[src/rtl/mips_pkg.sv]
//------------------------------------------------------------------------------
// Module  : mips_pkg
// Brief   : Shared fetch-stage types, reset constants and instruction field helpers.
// Revision: 1.0 - initial release
//------------------------------------------------------------------------------
`default_nettype none

package mips_pkg;

    typedef enum logic [1:0] {
        ST_IDLE  = 2'd0,
        ST_FETCH = 2'd1,
        ST_ISSUE = 2'd2
    } fetch_state_e;

    localparam logic [31:0] C_NOP_INSTR        = 32'h0000_0000;
    localparam logic [31:0] C_DEFAULT_RESET_PC = 32'h0000_0000;

    function automatic logic [15:0] imm16_of(input logic [31:0] ir);
        return ir[15:0];
    endfunction

    function automatic logic [31:0] jump_pc(input logic [31:0] pc_plus4,
                                            input logic [25:0] target);
        return {pc_plus4[31:28], target, 2'b00};
    endfunction

endpackage

`default_nettype wire

[src/rtl/ifetch_unit_next_pc_calc.sv]
//------------------------------------------------------------------------------
// Module  : next_pc_calc
// Brief   : Combinational next-PC: jump beats branch beats sequential, mod 2^32.
// Revision: 1.0 - initial release
//------------------------------------------------------------------------------
`default_nettype none

module next_pc_calc
    import mips_pkg::*;
(
    input  logic [31:0] pc,
    input  logic        branch_taken,
    input  logic [31:0] branch_imm32,
    input  logic        jump,
    input  logic [25:0] jump_target,
    output logic [31:0] pc_plus4,
    output logic [31:0] next_pc
);

    logic [31:0] w_branch_pc;
    logic [31:0] w_jump_pc;

    always_comb begin
        pc_plus4    = pc + 32'd4;
        w_branch_pc = pc_plus4 + (branch_imm32 << 2);
        w_jump_pc   = jump_pc(pc_plus4, jump_target);
        if (jump) begin
            next_pc = w_jump_pc;
        end else if (branch_taken) begin
            next_pc = w_branch_pc;
        end else begin
            next_pc = pc_plus4;
        end
    end

endmodule

`default_nettype wire

[src/rtl/ifetch_unit.sv]
//------------------------------------------------------------------------------
// Module  : ifetch_unit
// Brief   : MIPS fetch stage: PC, req/ack imem fetch, IR, next-PC redirect.
//           Optional perf counters when IFETCH_PERF_EN is defined.
// Revision: 1.0 - initial release
//------------------------------------------------------------------------------
`default_nettype none

module ifetch_unit
    import mips_pkg::*;
#(
    parameter logic [31:0] RESET_PC  = C_DEFAULT_RESET_PC,
    parameter logic [31:0] NOP_INSTR = C_NOP_INSTR
) (
    input  logic        clk,
    input  logic        rst_n,
    output logic        imem_req,
    output logic [31:0] imem_addr,
    input  logic        imem_ack,
    input  logic [31:0] imem_rdata,
    input  logic        stall,
    input  logic        branch_taken,
    input  logic [31:0] branch_imm32,
    input  logic        jump,
    input  logic [25:0] jump_target,
    output logic [31:0] instr,
    output logic [15:0] imm16,
    output logic [31:0] pc_out,
    output logic [31:0] pc_plus4,
`ifdef IFETCH_PERF_EN
    output logic [31:0] fetch_cnt,
    output logic [31:0] stall_cnt,
`endif
    output logic        instr_valid
);

    fetch_state_e state_q, state_d;
    logic [31:0]  pc_q, pc_d;
    logic [31:0]  ir_q, ir_d;
    logic         valid_q, valid_d;
    logic         req_q, req_d;
    logic [31:0]  w_next_pc;
    logic         w_ack_accept;

    next_pc_calc u_next_pc_calc (
        .pc           (pc_q),
        .branch_taken (branch_taken),
        .branch_imm32 (branch_imm32),
        .jump         (jump),
        .jump_target  (jump_target),
        .pc_plus4     (pc_plus4),
        .next_pc      (w_next_pc)
    );

    assign w_ack_accept = (state_q == ST_FETCH) && imem_ack;

    always_comb begin
        state_d = state_q;
        pc_d    = pc_q;
        ir_d    = ir_q;
        valid_d = valid_q;
        req_d   = req_q;
        case (state_q)
            ST_IDLE: begin
                state_d = ST_FETCH;
                req_d   = 1'b1;
            end
            ST_FETCH: begin
                if (imem_ack) begin
                    ir_d    = imem_rdata;
                    valid_d = 1'b1;
                    req_d   = 1'b0;
                    state_d = ST_ISSUE;
                end
            end
            ST_ISSUE: begin
                // Redirect inputs only matter on the cycle the instruction leaves.
                if (!stall) begin
                    pc_d    = w_next_pc;
                    valid_d = 1'b0;
                    req_d   = 1'b1;
                    state_d = ST_FETCH;
                end
            end
            default: begin
                state_d = ST_IDLE;
                valid_d = 1'b0;
                req_d   = 1'b0;
            end
        endcase
    end

    always_ff @(posedge clk or negedge rst_n) begin
        if (!rst_n) begin
            state_q <= ST_IDLE;
            pc_q    <= RESET_PC;
            ir_q    <= NOP_INSTR;
            valid_q <= 1'b0;
            req_q   <= 1'b0;
        end else begin
            state_q <= state_d;
            pc_q    <= pc_d;
            ir_q    <= ir_d;
            valid_q <= valid_d;
            req_q   <= req_d;
        end
    end

    assign imem_req    = req_q;
    assign imem_addr   = {pc_q[31:2], 2'b00};
    assign instr       = ir_q;
    assign imm16       = imm16_of(ir_q);
    assign pc_out      = pc_q;
    assign instr_valid = valid_q;

`ifdef IFETCH_PERF_EN
    logic [31:0] fetch_cnt_q, fetch_cnt_d;
    logic [31:0] stall_cnt_q, stall_cnt_d;

    always_comb begin
        fetch_cnt_d = fetch_cnt_q + {31'd0, w_ack_accept};
        stall_cnt_d = stall_cnt_q + {31'd0, (state_q == ST_ISSUE) && stall};
    end

    always_ff @(posedge clk or negedge rst_n) begin
        if (!rst_n) begin
            fetch_cnt_q <= 32'd0;
            stall_cnt_q <= 32'd0;
        end else begin
            fetch_cnt_q <= fetch_cnt_d;
            stall_cnt_q <= stall_cnt_d;
        end
    end

    assign fetch_cnt = fetch_cnt_q;
    assign stall_cnt = stall_cnt_q;
`else
    logic w_unused_ack;
    assign w_unused_ack = w_ack_accept;
`endif

endmodule

`default_nettype wire

[config.mk]
export PLATFORM = sky130hd
export DESIGN_NAME = ifetch_unit
export DESIGN_NICKNAME = d
export VERILOG_FILES = /design/src/rtl/mips_pkg.sv /design/src/rtl/ifetch_unit_next_pc_calc.sv /design/src/rtl/ifetch_unit.sv
export SDC_FILE = /design/constraint.sdc
export NUM_CORES = 1
export LEC_CHECK = 0
export CORE_MARGIN = 1
export CORE_UTILIZATION = 39
export CTS_CLUSTER_DIAMETER = 60
export CTS_CLUSTER_SIZE = 20
export DETAILED_ROUTE_END_ITERATION = 6
export HOLD_SLACK_MARGIN = 0.06
export PLACE_DENSITY = 0.79
export SYNTH_ARGS = -nofsm -noshare
export SYNTH_HDL_FRONTEND = slang
export SYNTH_SLANG_ARGS = --single-unit
[constraint.sdc]
create_clock -name clk -period 3.4 [get_ports clk]
set_input_delay 1.02 -clock clk [delete_from_list [all_inputs] [get_ports clk]]
set_output_delay 1.02 -clock clk [all_outputs]
set_load 0.005 [all_outputs]
* Word level (Yosys, flattened, before mapping)
Cells that the tools add are included.
** Word-level totals
- Bits in registers :: 68
- Input bits :: 96
- Word-level logic and storage cells :: 29
** Operators by class
- Add/sub/neg operators :: 2
- Equal/unequal tests :: 4
- Muxes and demuxes :: 11
- Bitwise operators :: 2
- Reduce and logical (&&, ||, !) cells :: 5
** Operators with widths (number)
- 32-bit 2-to-1 mux :: 2
- 32-bit by 3-bit adder with 32-bit output (second input constant) :: 1
- 32-bit adder :: 1
- 1-bit case mux with 3 select lines :: 2
- 2-bit case mux with 3 select lines :: 1
- 2-bit AND reduction :: 3
- 1-bit 2-to-1 mux :: 4
- 2-bit 2-to-1 mux :: 2
- 2-bit != test (second input constant) :: 2
- 3-bit AND reduction :: 1
- 2-bit by 1-bit equality test with 1-bit output (second input constant) :: 1
- 2-bit equality test (second input constant) :: 1
- 2-bit logical NOT :: 1
- 1-bit inverter :: 2

* Depth between registers and ports, before layout
Gate-level depths: netlist of the first run.
- Word-level depth :: 4
- Mapped depth :: 16
- Mapped depth without buffers :: 15

* Modules after synthesis
A second synthesis of the first run with hierarchy kept.
** Second synthesis, totals
- Cells, all modules :: 590
- Area, all modules :: 5544.1 µm²
** By module, submodules not included
- ifetch_unit :: instances 1, cells each 196, area an instance 2892.8 µm²
- next_pc_calc :: instances 1, cells each 394, area an instance 2651.3 µm²

* Worst setup path after synthesis of the first run
Ideal clock, no wire load.
- Path kind :: reg2reg
- Start :: reg pc_q[3] (netlist: pc_out[3])
- End :: reg pc_q[30] (netlist: pc_out[30])
- Library setup time :: 0.096 ns
- Arrival :: 3.636 ns
- Slack :: -0.332 ns
- Stages on the path, launching flop included :: 17
- Buffers on the path :: 1
- Cell sequence :: dfrtp_1 ha_1 nand4_1 nor4_2 nand4_1 or2_1 xnor2_1 ha_1 clkbuf_1 a21o_1 a21o_1 a21o_1 a211oi_1 o22a_1 o31ai_1 mux2i_1 o31ai_1
** Between the ends
- Longest elaborated chain between the ends :: 4
** Ends and longest elaborated chain
- start: declaration :: line ifetch_unit.sv:38 : logic [31:0] pc_q, pc_d;
- start signal: assignment :: line ifetch_unit.sv:102 : pc_q <= pc_d;
- 32-bit by 3-bit adder with 32-bit output :: line ifetch_unit_next_pc_calc.sv:24 : pc_plus4 = pc + 32'd4;
- via pc_plus4[24] :: line ifetch_unit.sv:29 : output logic [31:0] pc_plus4,
- 32-bit adder :: line ifetch_unit_next_pc_calc.sv:25 : w_branch_pc = pc_plus4 + (branch_imm32 << 2);
- 32-bit 2-to-1 mux :: line ifetch_unit_next_pc_calc.sv:29 : end else if (branch_taken) begin
- 32-bit 2-to-1 mux :: line ifetch_unit_next_pc_calc.sv:27 : if (jump) begin
The timed path passes the listed nets, and every way through them passes these cells.
A chain may end at the register's enable or synchronous reset.

* Final worst setup path of the first run
- Start :: reg pc_q[6] (netlist: pc_out[6])
- End :: reg pc_q[30] (netlist: pc_out[30])
** Between the ends
- Longest elaborated chain between the ends :: 4
** Ends and longest elaborated chain (line)
- 32-bit by 3-bit adder with 32-bit output * :: ifetch_unit_next_pc_calc.sv:24
- 32-bit adder :: ifetch_unit_next_pc_calc.sv:25
- 32-bit 2-to-1 mux :: ifetch_unit_next_pc_calc.sv:29
- 32-bit 2-to-1 mux * :: ifetch_unit_next_pc_calc.sv:27
Every way passes the cells marked *; elsewhere a longest branch is shown, timed or not.

==> results.cfg, run 1 <==
[sta]
tightest_slew_ns = 0.6912
timing.final.ws_setup_ns = -0.4151
rsz0062_at_grt = yes
setup_violations = 23
period_share = 1.122
clock_skew_ns = 0.01016
final_hold_viol_count = 0
fmax_ghz = 0.2621
drv_slew = 0
period_needed_ns = 3.815
slew_headroom = 0.5375

[worst_hold_path]
hp-class = reg -> reg

[synthesis]
syn_area_um2 = 5425
ys_ff_latch = 65
syn_inst = 619
synthArstFlopShare = 1.000
yosys_most_used_dff = dfrtp_1
ys_seq_area_frac = 0.2998
synth_cell_types = 62
synth-edff-count = 0
yosysWarnings = 0
syn_avg_cell_area_um2 = 8.764

[grt]
grt_pass1_vias = 6134
grt_overflow_total = 0
antenna_found_initial = 1
grt_pass1_wl_um = 31550
grt_max_degree = 33
grt_use_total = 0.2805

[placement]
gp_congestion = 0.9434
dpl_cell_area_um2 = 8768
dpl.hpwl_um = 14800
placement.io_buffers = 233

[worst_setup_path]
cp_common_cell = a21o_1
slowest_delay_ns = 0.61
worstSetupPathType = reg -> reg
worst_ep_required_time_ns = 3.64
crit_start = pc_out[6]
cp.arrival_ns = 4.05
crit-reg2reg-capture = pc_out[30]
crit_buf_inv = 1
crit_cells = 15
r2r_setup_slack_ns = -0.42
worstRegToRegCells = 15
cp-end-kind = flip-flop
slowest_stage = or4_4
cp-start-kind = flip-flop
cp-endpoint = pc_out[30]
worstPathMaxFanout = 3
crit_chain = nand3_1 > or4_4 > nor3_4 > buf_4 > xor2_4 > ha_1 > a21o_1 > a21o_1 > a21o_1 > a21o_1 > a211oi_2 > o22a_1 > o31ai_4 > mux2i_1 > o31ai_1
cp_top_family = compound AO/OA/AOI/OAI gates
worstReg2RegStart = pc_out[6]

[clocking]
cts_root_buf = clkbuf_16
clk_latency_ns = 0.33
cts_tree = built
clockBufferDepth = 2
clock_sinks = 65
h-tree-depth = 3
cts_buffers = 9
clkTransAtPathRegs_ns = 0.06

[drt]
drc = 0
drt-total-wl_um = 22380
wl_per_cell_um = 18.93
initialDrtViolationCount = 480
first_pass_iters = 5
vias = 6488
viasPerCell = 5.489
ant_nets = 0

[pwr]
ir_drop_v = 0.0005760
power.leakage_nw = 4.638
power.total_w = 0.009063
powerDensity_nw_per_um2 = 881.3

[final_layout]
fin_nets = 1133
area.sequential_um2 = 1634
syn2layout_area_growth_pct = 89.55
multi_input_area_um2 = 4126
fillers = 860
final_cell_area_um2 = 10280
layout-drive-gt1-share = 0.3871

[job]
maxCapViolCount = 0

[die]
fp.dieW_um = 119.9
start_util = 0.4049
die_y_um = 119.9
core_um2 = 13400
num_rows = 42
dieArea_um2 = 14390
io_pins = 242

[status]
status = complete, but fails checks
failed_checks = setup timing
[layout make-up]
cell class / count / share of cell area
well taps: 176 / 0.02141
flip-flops and latches: 65 / 0.1589
repair buffers: 440 / 0.3845
clock buffers: 9 / 0.02190
diodes: 1 / 0.0002433
clock inverters: 7 / 0.007665
multi-input cells: 474 / 0.4013
inverters: 10 / 0.004137
[power breakdown]
group	internal [W]	total [W]	switching [W]
registers	0.00115	0.00148	0.000333
clock network	0.000575	0.000950	0.000374
logic	0.00384	0.00663	0.00279
[cells in the mapped netlist, types with 4 or more instances]
cell type  number  area (µm²)
a31oi_1         6       37.54
o211ai_1        6       45.04
mux2i_1         8       80.08
and3_1          6       37.54
nor3_1          9       45.04
nand3_1        24       120.1
nand4_1         7       43.79
inv_1          10       37.54
buf_4          52       390.4
a221o_1         4       40.04
or3_1           4       25.02
a211oi_1        7       52.55
o31ai_1         4       30.03
nor2_1         42       157.7
xnor2_1        28       245.2
ha_1           36       450.4
dfrtp_1        65        1627
a21o_1         20       150.1
o21ai_0        39       195.2
o21a_1          4       30.03
a21oi_1        42       210.2
nand2_1        61       229.0
xor2_1         20       175.2
clkbuf_1       23       86.33
mux2_2         32       360.4
[sequential cells by signal, indices dropped and copies added (netlist names)]
register     cells
imem_req         1
instr           32
instr_valid      1
pc_out          30
state_q          1
[metrics by stage]
stage	hold WS (ns)	worst slack, ns	instances	util	TNS, ns
global route	0.5182	-0.4988	1182	0.7674	-7.771
CTS	0.5065	-0.2523	1161	0.7201	-3.380
finish	0.5058	-0.4151	1182	0.7674	-4.863
detailed placement	0.4941	-0.5456	1109	0.6543	-9.321
floorplan	0.4995	-0.1932	624	-	-0.7083
global placement	0.4857	-0.4790	1109	0.6543	-8.277
[cells in the final DEF, fill, tap and decap left out, drive strengths merged, types with 7 or more instances in the layout]
| cell | count |
|---|---|
| mux2 | 32 |
| nand4 | 8 |
| ha | 36 |
| dlygate4sd2 | 7 |
| o21ai | 40 |
| nor2 | 42 |
| clkbuf | 10 |
| a21oi | 42 |
| clkdlybuf4s50 | 210 |
| mux2i | 8 |
| inv | 12 |
| nor3 | 10 |
| nand3 | 25 |
| buf | 216 |
| a21o | 20 |
| xnor2 | 29 |
| a211oi | 7 |
| dfrtp | 65 |
| nand2 | 61 |
| xor2 | 20 |
[worst register-to-register path: cells and delay by family, from the launching register on]
family / cells / cell delay [ns]
buffers and inverters: 1 / 0.18
adders and majority gates: 1 / 0.28
muxes: 1 / 0.12
AOI/OAI and AO/OA: 8 / 1.60
DFF: 1 / 0.38
xor gates and xnor gates: 1 / 0.18
and+or+nand+nor: 3 / 1.01
[logic make-up after synthesis]
family,Yosys count,share of synthesized area
multiplexers,40,0.08118
adder cells (fa/ha/maj),37,0.08672
XOR/XNOR,49,0.08257
buffers and inverters,85,0.09479
AO/OA/AOI/OAI,160,0.1893
flip-flops,65,0.2998
AND/OR/NAND/NOR,182,0.1649
other,1,0.0006912
[metal layers]
metal | up-vias | part of all wire | track usage | wire length [µm]
met1 | 3103 | 0.37 | 0.3300 | 8242
met4 | 0 | 0.040 | 0.1117 | 895
met3 | 88 | 0.074 | 0.04278 | 1653
met5 | - | 0 | 0 | 0
met2 | 363 | 0.52 | 0.5057 | 11590
li1 | 2934 | - | - | -
[what timing repair did]
item                                   in CTS  in global routing
hold buffers                                0                  0
resized for setup                         108                104
pin swaps                                  50                 78
setup buffers                              39                 25
endpoints found under the hold margin       0                  0
setup endpoints to repair                  33                 37
[how the worst min path moves through the flow]
stage,start,to,slack [ns],cells past startpoint
after floorplan,state_q[1],instr_valid,0.50,1
after global placement,instr[28],instr[28],0.49,1
after detailed placement,instr[16],instr[16],0.49,1
after CTS,instr[16],instr[16],0.51,1
after global routing,instr[16],instr[16],0.52,1
final,instr[16],instr[16],0.51,1
Power figures use the tool's default switching activity.
==> inputs of run 2 (changes only) <==
Settings changed: ABC_CLOCK_PERIOD_IN_PS from default to 3400.
==> results of run 2 <==
Final layout, timing and power as in run 1 (identical DEF).
==> inputs of run 3 (changes only) <==
Settings changed: GPL_ROUTABILITY_DRIVEN from default to 0, HOLD_SLACK_MARGIN 0.06 to 0.1.
==> run 3 against run 2 <==
Effect of this change:
- the flow still finishes with violations (setup timing)
- core utilization down 1.2 points
- non-clock buffer count down 10
- register-to-register slack better by 0.03 ns
- maximum frequency up 0.68%
- final cell count down 0.85%
- clock power down 9.4%
- die area unchanged
- first-iteration DRC count up 4.8%
- count of clock-buffer cells in the layout up 1
- worst setup slack better by 0.026 ns
==> results.cfg, run 3 (synthesis results as in run 1) <==
[worst_hold_path]
whs_endpoint = instr[27]
min_path_cells = 1
hp-class = reg -> reg
min_from = instr[27]

[worst_setup_path]
worst_ep_required_time_ns = 3.62
crit-reg2reg-capture = pc_out[27]
cp-end-kind = flip-flop
worstReg2RegStart = pc_out[3]
cp-start-kind = flip-flop
worstRegToRegCells = 18
r2r_setup_slack_ns = -0.39
worstSetupPathType = reg -> reg
worstPathMaxFanout = 4
cp.arrival_ns = 4.01

[die]
num_rows = 42
io_pins = 242
start_util = 0.4049
core_um2 = 13400
die_y_um = 119.9
fp.dieW_um = 119.9
dieArea_um2 = 14390

[final_layout]
final_cell_mix = clkdlybuf4s50_1, buf_4, dfrtp_1
layout-drive-gt1-share = 0.3648
largest_reg_flops = 32
fillers = 881
fin_util = 0.7558
final_cells = 1172
fin_nets = 1123
syn2layout_area_growth_pct = 86.69
final_common_cell = clkdlybuf4s50_1

[job]
maxCapViolCount = 0

[clocking]
cts_tree = built
cts_root_buf = clkbuf_16
ctsHoldBuffers = 0
clock_sinks = 65
h-tree-depth = 3
clkTransAtPathRegs_ns = 0.06
clockBufferDepth = 2
clk_latency_ns = 0.33
cts_buffers = 9

[sta]
drv_slew = 0
rsz0062_at_grt = yes
slew_headroom = 0.5585
fmax_ghz = 0.2639
period_needed_ns = 3.789
period_share = 1.114
setup_tns_ns = -5.122
timing.final.ws_setup_ns = -0.3893
final_hold_viol_count = 0
setup_violations = 26
clock_skew_ns = 0.008830
tightest_slew_ns = 0.6622

[grt]
grt_overflow_total = 0
grt_max_degree = 33
grt_pass1_vias = 6185
grt_use_total = 0.2775
antenna_found_initial = 1
grt_pass1_wl_um = 31150

[drt]
ant_nets = 0
initialDrtViolationCount = 503
vias = 6324
viasPerCell = 5.396
first_pass_iters = 5
wl_per_cell_um = 18.58
drt-total-wl_um = 21770
drc = 0

[pwr]
comb_power_share = 0.729
clkPwrFrac = 0.099
internal-power_w = 0.005359
power.leakage_nw = 4.559
switchingPower_w = 0.003350
powerDensity_nw_per_um2 = 859.9
sequentialPowerShare = 0.172
ir_drop_v = 0.0005102
switching_share = 0.3847

[placement]
post-place-cells = 1108
dpl.hpwl_um = 14760
placement.io_buffers = 233

[status]
status = complete, but fails checks
failed_checks = setup timing
==> run 3: changes by cell type in the layout (fill, tap and decap cells not counted), moves of 4 or more <==
| cell | delta |
|---|---|
| a21oi_1 | +4 |
| buf_4 | -13 |
| buf_6 | +9 |
| dlygate4sd2_1 | -5 |
| nand2_1 | +4 |
| nand2_2 | -4 |
| o21ai_1 | +5 |
==> run 3: worst max-delay path by stage <==
stage / startpoint / end / slack [ns] / cells past startpoint
floorplan: pc_out[2] / pc_out[25] / -0.19 / 14
global placement: branch_imm32[0] / pc_out[26] / -0.50 / 14
detailed placement: branch_imm32[0] / pc_out[22] / -0.51 / 14
CTS: pc_out[3] / pc_out[25] / -0.29 / 15
global route: pc_out[3] / pc_out[25] / -0.57 / 15
finish: pc_out[3] / pc_out[27] / -0.39 / 18
==> run 3: layout make-up <==
| type | count | area, µm² | area share |
|---|---|---|---|
| Clock inverter | 6 | 45.04 | 0.004447 |
| Inverter | 10 | 37.54 | 0.003706 |
| Antenna cell | 1 | 2.502 | 0.0002471 |
| Clock buffer | 10 | 229.0 | 0.02261 |
| Multi-Input combinational cell | 474 | 4051 | 0.4000 |
| Tap cell | 176 | 220.2 | 0.02174 |
| Timing Repair Buffer | 430 | 3909 | 0.3859 |
| Sequential cell | 65 | 1634 | 0.1613 |
==> run 3: critical path: stages, from the launching register on <==
cell	delay [ns]
dfrtp_2	0.42
buf_6	0.12
nand2_4	0.04
or4_4	0.60
nor2_4	0.17
nand3_2	0.12
xnor2_2	0.18
buf_4	0.16
ha_1	0.30
nand2_1	0.13
o21ai_2	0.08
a21oi_2	0.21
o211ai_1	0.18
buf_4	0.18
a21o_1	0.18
buf_4	0.15
xnor2_2	0.14
o211ai_1	0.10
a31o_1	0.22
==> run 3: power groups by stage <==
| stage | Combinational (W) | Sequential, W | Clock (W) |
|---|---|---|---|
| after CTS | 0.00574 | 0.00149 | 0.000868 |
| after global routing | 0.00677 | 0.00154 | 0.000910 |
| after detailed placement | 0.00538 | 0.00149 | 0 |
| after floorplan | 0.00248 | 0.00158 | 0 |
| after global placement | 0.00529 | 0.00146 | 0 |
| final | 0.00635 | 0.00149 | 0.000861 |
==> run 3: metal layers <==
metal,vias up,track usage,wire length (µm)
li1,2915,-,-
met1,3011,0.3155,8106
met2,331,0.5090,11490
met3,67,0.05133,1476
met4,0,0.1055,694
met5,-,0,0
==> run 3: metrics by stage <==
step / hold slack, ns / setup WS, ns / total power, W / area [µm²]
global route: 0.5189 / -0.5699 / 0.009221 / 10130
global placement: 0.4862 / -0.4960 / 0.006749 / 8761
finish: 0.5033 / -0.3893 / 0.008709 / 10130
CTS: 0.5065 / -0.2893 / 0.008095 / 9582
floorplan: 0.4995 / -0.1932 / 0.004055 / 5547
detailed placement: 0.4939 / -0.5076 / 0.006876 / 8761
==> run 3: timing repair <==
item                                    4_1_cts  5_1_grt
buffers inserted                             33       21
endpoints found under the hold margin         0        0
resized for setup                           107       99
endpoints found under the setup margin       36       41
pin swaps                                    55       55
